**config.mk**
```make
export PLATFORM = sky130hd
export DESIGN_NAME = spi_bus_arbiter
export DESIGN_NICKNAME = d
export VERILOG_FILES = /design/src/rtl/spi_bus_arbiter.sv
export SDC_FILE = /design/constraint.sdc
export NUM_CORES = 1
export LEC_CHECK = 0
export ABC_AREA = 1
export ABC_CLOCK_PERIOD_IN_PS = 2100
export CAP_MARGIN = 25
export CORE_MARGIN = 3
export CORE_UTILIZATION = 30
export CTS_CLUSTER_SIZE = 16
export DETAILED_ROUTE_END_ITERATION = 7
export SLEW_MARGIN = 20
export SYNTH_ARGS = -nofsm -noshare
export SYNTH_HDL_FRONTEND = slang
export SYNTH_SLANG_ARGS = --single-unit
```
**constraint.sdc**
```tcl
create_clock -name clk_sys_i -period 2.1 [get_ports clk_sys_i]
set_input_delay 0.21 -clock clk_sys_i [delete_from_list [all_inputs] [get_ports clk_sys_i]]
set_output_delay 0.21 -clock clk_sys_i [all_outputs]
set_load 0.1 [all_outputs]
```
**src/rtl/spi_bus_arbiter.sv**
```systemverilog
// Round-robin owner of the board SPI port: grants one requester at a time,
// keeps chip-select for that owner until it releases, and shifts bytes in mode 0.
module spi_bus_arbiter #(
    parameter int NumReq = 2,
    parameter int ClkDiv = 4
) (
    input  logic                  clk_sys_i,
    input  logic                  rst_sys_ni,
    input  logic [NumReq-1:0]     req_i,
    output logic [NumReq-1:0]     gnt_o,
    input  logic [NumReq-1:0]     tx_valid_i,
    input  logic [8*NumReq-1:0]   tx_data_i,
    output logic [NumReq-1:0]     tx_ready_o,
    output logic [NumReq-1:0]     rx_valid_o,
    output logic [7:0]            rx_data_o,
    output logic                  busy_o,
    input  logic                  spi_rx_i,
    output logic                  spi_tx_o,
    output logic                  spi_sck_o,
    output logic                  spi_cs_no
);

    localparam int PtrW = $clog2(NumReq);
    localparam int DivW = (ClkDiv > 1) ? $clog2(ClkDiv + 1) : 1;
    localparam logic [DivW-1:0] DivLast = DivW'(ClkDiv - 1);
    localparam logic [PtrW-1:0] LastReq = PtrW'(NumReq - 1);

    if (ClkDiv < 1) begin : g_bad_clkdiv
        $error("spi_bus_arbiter: ClkDiv must be at least 1");
    end
    if (NumReq < 2) begin : g_bad_numreq
        $error("spi_bus_arbiter: NumReq must be at least 2");
    end

    typedef enum logic [1:0] {IDLE, OWN, SHIFT, HOLD} state_e;

    state_e            state_q, state_d;
    logic [PtrW-1:0]   owner_q, owner_d;
    logic [PtrW-1:0]   ptr_q, ptr_d;
    logic [NumReq-1:0] gnt_q, gnt_d;
    logic [NumReq-1:0] rx_valid_q, rx_valid_d;
    logic [7:0]        shift_q, shift_d;
    logic [7:0]        rx_data_q, rx_data_d;
    logic              rx_bit_q, rx_bit_d;
    logic [2:0]        bit_cnt_q, bit_cnt_d;
    logic [DivW-1:0]   div_cnt_q, div_cnt_d;
    logic              sck_q, sck_d;
    logic              cs_n_q, cs_n_d;

    logic              win_found, hi_found;
    logic [PtrW-1:0]   win_idx, hi_idx, win_next;
    logic              sel_req, sel_valid;
    logic [7:0]        sel_byte;

    // Lowest requester at or above the pointer wins; otherwise wrap to the lowest overall.
    always_comb begin
        win_found = 1'b0;
        win_idx   = '0;
        hi_found  = 1'b0;
        hi_idx    = '0;
        for (int i = NumReq - 1; i >= 0; i--) begin
            if (req_i[i]) begin
                win_found = 1'b1;
                win_idx   = PtrW'(i);
                if (i >= int'(ptr_q)) begin
                    hi_found = 1'b1;
                    hi_idx   = PtrW'(i);
                end
            end
        end
        if (hi_found) begin
            win_idx = hi_idx;
        end
        win_next = (win_idx == LastReq) ? '0 : win_idx + 1'b1;
    end

    always_comb begin
        sel_req   = 1'b0;
        sel_valid = 1'b0;
        sel_byte  = '0;
        for (int i = 0; i < NumReq; i++) begin
            if (owner_q == PtrW'(i)) begin
                sel_req   = req_i[i];
                sel_valid = tx_valid_i[i];
                sel_byte  = tx_data_i[8*i +: 8];
            end
        end
    end

    always_comb begin
        state_d    = state_q;
        owner_d    = owner_q;
        ptr_d      = ptr_q;
        gnt_d      = gnt_q;
        rx_valid_d = '0;
        shift_d    = shift_q;
        rx_data_d  = rx_data_q;
        rx_bit_d   = rx_bit_q;
        bit_cnt_d  = bit_cnt_q;
        div_cnt_d  = div_cnt_q;
        sck_d      = sck_q;
        cs_n_d     = cs_n_q;
        unique case (state_q)
            IDLE: begin
                cs_n_d = 1'b1;
                sck_d  = 1'b0;
                if (win_found) begin
                    state_d = OWN;
                    owner_d = win_idx;
                    gnt_d   = {{(NumReq-1){1'b0}}, 1'b1} << win_idx;
                    ptr_d   = win_next;
                    cs_n_d  = 1'b0;
                end
            end
            OWN: begin
                if (sel_valid) begin
                    state_d   = SHIFT;
                    shift_d   = sel_byte;
                    bit_cnt_d = '0;
                    div_cnt_d = '0;
                    sck_d     = 1'b0;
                end else if (!sel_req) begin
                    state_d   = HOLD;
                    gnt_d     = '0;
                    div_cnt_d = '0;
                end
            end
            SHIFT: begin
                if (div_cnt_q == DivLast) begin
                    div_cnt_d = '0;
                    if (!sck_q) begin
                        sck_d    = 1'b1;
                        rx_bit_d = spi_rx_i;
                    end else begin
                        // Falling edge: advance MOSI and pull in the bit sampled on the rise.
                        sck_d     = 1'b0;
                        shift_d   = {shift_q[6:0], rx_bit_q};
                        bit_cnt_d = bit_cnt_q + 3'd1;
                        if (bit_cnt_q == 3'd7) begin
                            state_d    = OWN;
                            rx_valid_d = gnt_q;
                            rx_data_d  = {shift_q[6:0], rx_bit_q};
                        end
                    end
                end else begin
                    div_cnt_d = div_cnt_q + 1'b1;
                end
            end
            HOLD: begin
                if (div_cnt_q == DivLast) begin
                    state_d   = IDLE;
                    cs_n_d    = 1'b1;
                    div_cnt_d = '0;
                end else begin
                    div_cnt_d = div_cnt_q + 1'b1;
                end
            end
            default: state_d = IDLE;
        endcase
    end

    always_ff @(posedge clk_sys_i or negedge rst_sys_ni) begin
        if (!rst_sys_ni) begin
            state_q    <= IDLE;
            owner_q    <= '0;
            ptr_q      <= '0;
            gnt_q      <= '0;
            rx_valid_q <= '0;
            shift_q    <= '0;
            rx_data_q  <= '0;
            rx_bit_q   <= 1'b0;
            bit_cnt_q  <= '0;
            div_cnt_q  <= '0;
            sck_q      <= 1'b0;
            cs_n_q     <= 1'b1;
        end else begin
            state_q    <= state_d;
            owner_q    <= owner_d;
            ptr_q      <= ptr_d;
            gnt_q      <= gnt_d;
            rx_valid_q <= rx_valid_d;
            shift_q    <= shift_d;
            rx_data_q  <= rx_data_d;
            rx_bit_q   <= rx_bit_d;
            bit_cnt_q  <= bit_cnt_d;
            div_cnt_q  <= div_cnt_d;
            sck_q      <= sck_d;
            cs_n_q     <= cs_n_d;
        end
    end

    assign gnt_o      = gnt_q;
    assign tx_ready_o = (state_q == OWN) ? gnt_q : '0;
    assign rx_valid_o = rx_valid_q;
    assign rx_data_o  = rx_data_q;
    assign busy_o     = (state_q != IDLE);
    assign spi_tx_o   = (state_q == SHIFT) && shift_q[7];
    assign spi_sck_o  = sck_q;
    assign spi_cs_no  = cs_n_q;

endmodule

```
---- Word-level counts from Yosys, hierarchy flattened ----
Cells that the tools add are included.
word-level totals
  bits of input ports ..................... 23
  word-level logic and storage cells ...... 98
  register bits after elaboration ......... 33
cells by class
  equal/unequal tests ..................... 14
  order comparisons ....................... 1
  bitwise gates (word level) .............. 1
  shifts and indexed selects .............. 1
  $add $sub $neg .......................... 3
  reduce and logical (&&, ||, !) cells .... 18
  mux-type cells .......................... 48
operator list
  cell                   count
  $mux W8                4
  $mux W2                15
  $mux W3                6
  $mux W1                16
  $ne A2 B2 Y1 const B   8
  $pmux W8 S2            1
  $pmux W3 S2            2
  $reduce_and A4 Y1      3
  $reduce_bool A2 Y1     5
  $pmux W2 S4            1
  $add A3 B1 Y3 const B  2
  $reduce_and A2 Y1      3
  $reduce_and A3 Y1      2
  $reduce_and A6 Y1      1
  $eq A2 B2 Y1 const B   2
  $pmux W2 S2            1
  $eq A3 B2 Y1 const B   1
  $eq A3 B3 Y1 const B   1
  $ne A3 B3 Y1 const B   1
  $pmux W1 S3            1
  $reduce_bool A3 Y1     1
  $eq A2 B1 Y1 const B   1
  $logic_not A2 Y1       1
  $pmux W1 S2            1
  6 further kinds        6

---- Logic depth before layout (Yosys ltp) ----
  depth in word-level cells ............... 7
  mapped depth ............................ 9
  depth with buffers taken out ............ 8

---- Least setup slack after synthesis ----
Ideal clock, no wire load.
  path type ............................... register -> output
  from .................................... register gnt_q[0] (netlist: gnt_o[0])
  to ...................................... output port tx_ready_o[0]
  slack ................................... -0.490 ns
  arrival ................................. 2.380 ns
  stages on the path, launching flop included .. 3
  buffers on the path ..................... 0
  required time ........................... 1.890 ns
  cells stage by stage .................... dfrtp_1 -> inv_1 -> nor2_1
on the way
  word-level cells in the longest chain between the ends .. 1
ends and longest elaborated chain
  element                 line  RTL
  from (decl)             40    logic [NumReq-1:0] gnt_q, gnt_d;
  from (signal assigned)  180   gnt_q <= gnt_d;
  $mux W2                 193   assign tx_ready_o = (state_q == OWN) ? gnt_q : '0;
  to (decl)               13    output logic [NumReq-1:0] tx_ready_o,
No other way between the ends.

---- Worst setup path in the final report ----
  from .................................... register state_q[1]
  to ...................................... output port spi_tx_o
on the way
  word-level cells in the longest chain between the ends .. 2
ends and longest elaborated chain
  element                 line  RTL
  from (decl)             37    state_e state_q, state_d;
  from (signal assigned)  177   state_q <= state_d;
  $eq A2 B2 Y1            197   assign spi_tx_o = (state_q == SHIFT) && shift_q[7];
  $logic_and A1 B1 Y1     197
  to (decl)               18    output logic spi_tx_o,
No other way between the ends.

==> summary.md <==
| Metric | Value |
|---|---|
| Run status | `completed` |
| Row count | `26` |
| Post-synth top cells | `nand2_1, dfrtp_1, inv_1` |
| CP endpoint | `spi_tx_o` |
| Vias | `1,455` |
| Port Buffers | `40` |
| Yosys cell types | `25` |
| Setup Buffers After CTS | `0` |
| Leading post-synthesis cells by cell area | `dfrtp_1, nand2_1, inv_1` |
| Sequential share of the synthesized area | `48.57%` |
| Worst Setup Slack, final | `0.2652 ns` |
| Worst Path Required | `1.89 ns` |
| Resize count post-CTS | `0` |
| TritonCTS clock tree | `built` |
| Hold WC Path Type | `in -> async` |
| First-pass GRT wire length | `6.285 mm` |
| Die Y | `81.34 µm` |
| Max Cap Violations | `0` |
| RSZ-0062 raised after global routing | `false` |
| Setup CP Type | `reg -> out` |
| GRT overflow | `0` |
| Final hold slack | `0.3380 ns` |
| Clock Latency Late Sink | `0.28 ns` |
| Setup slack, reg-to-reg | `0.52 ns` |
| Post-detailed-route wirelength per cell | `11.17 µm` |
| H-tree Lvls | `2` |
| Leakage | `1.171 nW` |
| Top FF cell, synth | `dfrtp_1` |
| Clock root cell | `clkbuf_8` |
| Final hold vios | `0` |
| Power density over the cells | `1357 nW/µm²` |
| Share of layout cells above drive strength 1 | `18.01%` |
| Clock Tree Buf Depth | `2` |
| Largest net degree at the start of global routing | `34` |
| Setup violation total in the final timing report | `0` |
| Vias per cell | `4.396` |
| Reg2Reg Depth | `7` |
| Setup crit start kind | `register` |
| Vias in the first global route | `1,433` |
| FMAX | `0.5450 GHz` |
| DRT iter0 DRCs | `91` |
| Post-detail-place hpwl | `2.820 mm` |
| Overall power | `3.116 mW` |
| P&R area growth vs syn | `34.83%` |
| Post-synth top area share | `47.02%` |
| CTS clk-pin slew, worst paths | `0.06 ns` |
| Final slew viol count | `0` |
| Worst setup startpoint | `state_q[1]` |
| Cell Area, Synth | `1703 µm²` |
| Rel. slew slack | `72.02%` |
| Busiest grt layer | `met2` |
| Drt first pass iters | `4` |
| Post-Place Worst Slack | `0.5168 ns` |
| Die area | `6616 µm²` |
| Die X | `81.34 µm` |
| Initial antenna violation count | `0` |
| Met2 GRT Util | `20.68%` |
| Cell count after placement | `323` |
| Synth warn | `0` |
| Placeable Area | `5303 µm²` |
| Antenna cell count | `0` |
| ANT nets after route | `0` |
| Worst R2R Start | `state_q[1]` |
| Yosys reg bits | `33` |
| Cell count after synthesis | `217` |
| Final wirelength | `3.697 mm` |
| CP max FO | `13` |
| Worst-case clock skew | `0.006275 ns` |
| Total CTS buffers | `5` |
| Fin crit share | `87.37%` |
| Avg Cell Area, Syn | `7.847 µm²` |
| DR DRC count | `0` |
| Ports | `41` |
| # fillers | `527` |
| Num Clock Sinks | `33` |
| Post-Syn Nets | `243` |
| Arrival @ worst endpoint | `1.62 ns` |
| Post-synth ARST share | `100.0%` |
| # hold bufs at CTS | `0` |
| Worst setup EP type | `output port` |
| NumNets Final | `286` |
| Max VDD drop | `0.0007221 V` |
| Met1 Use GR | `14.93%` |
| Finished Layout Cells | `331` |
| EDFF count, synth | `0` |
| Most frequent cell after synthesis | `nand2_1` |
| GR Util met3 | `2.772%` |
| Tightest Pin Transition | `0.4187 ns` |
| Final min period | `1.835 ns` |
| GPL Wtd Cong | `0.7917` |
| Total track usage | `12.34%` |
| Area leader, netlist | `dfrtp_1` |
| Initial Utilization | `32.11%` |
| RR Endpoint | `bit_cnt_q[0]` |
==> cell usage in the layout (no fill, tap or decap) <==
cell type        count
o21ai_2              5
clkdlybuf4s50_1     22
and3_1               1
nand2_2              1
nor2_1              10
clkbuf_8             6
dfrtp_1             32
nor2_2               4
nand3_2              1
nor2_4               4
a31oi_1              2
nand2_1             83
buf_4               16
dfstp_2              1
a21oi_1              4
clkbuf_1             1
inv_1               26
buf_12               4
ha_1                 3
nand3_4              1
o21ai_0             16
inv_4                1
inv_2                2
nand4_1              2
nand3_1              9
bufinv_16            1
o211ai_1             3
==> per-layer routing <==
metal	wire, µm	vias up
li1	-	763
met5	0	-
met2	1662	35
met3	237	5
met4	63	0
met1	1733	652
==> kinds of logic (layout without fill, tap and decap cells) <==
kind of cell	after synthesis	count (layout)	share of synthesized area [%]
and+or+nand+nor	116	116	29.61
buffers and inverters	35	79	9.111
DFF	33	33	48.57
AOI/OAI and AO/OA	30	30	10.51
adders and majority gates	3	3	2.204
==> where the power goes <==
group / switching [mW] / internal (mW)
Sequential: 0.165 / 0.817
Clock: 0.220 / 0.387
Combinational: 1.07 / 0.458
Total: 1.45 / 1.66
==> how the worst min path moves through the flow <==
stage / start / to / cells after the start
5_1_grt: rst_sys_ni / rx_valid_o[0] / 2
3_3_place_gp: rx_data_o[5] / rx_data_o[5] / 2
3_5_place_dp: rx_data_o[5] / rx_data_o[5] / 2
2_1_floorplan: rst_sys_ni / bit_cnt_q[0] / 0
4_1_cts: rst_sys_ni / gnt_o[0] / 2
6_report: rst_sys_ni / gnt_o[0] / 2
==> critical path, stage by stage (launching register included) <==
cell and delay, ns:
dfrtp_1 0.56, nand2_1 0.35, nor2_2 0.24, buf_12 0.20
==> cell type report <==
type	instances	area [µm²]	share of cell area (%)
Sequential cell	33	827.0	36.02
Multi-Input combinational cell	149	733.2	31.93
Timing Repair Buffer	42	420.4	18.31
Inverter	29	111.4	4.850
Tap cell	70	87.58	3.815
Clock buffer	7	86.33	3.760
Clock inverter	1	30.03	1.308
==> registers in the layout, indices dropped and copies added (netlist names) <==
name	cells
bit_cnt_q	3
div_cnt_q	3
gnt_o	2
owner_q	1
ptr_q	1
rx_bit_q	1
rx_data_o	8
rx_valid_o	2
shift_q	8
spi_cs_no	1
spi_sck_o	1
state_q	2
==> metrics by stage <==
stage,area (µm²),util (%),setup TNS [ns]
2_1_floorplan,1715,-,-0.05708
3_3_place_gp,2180,41.10,0
3_5_place_dp,2180,41.10,0
4_1_cts,2296,43.30,0
5_1_grt,2296,43.30,0
6_report,2296,43.30,0
(Power assumes the default switching activity.)
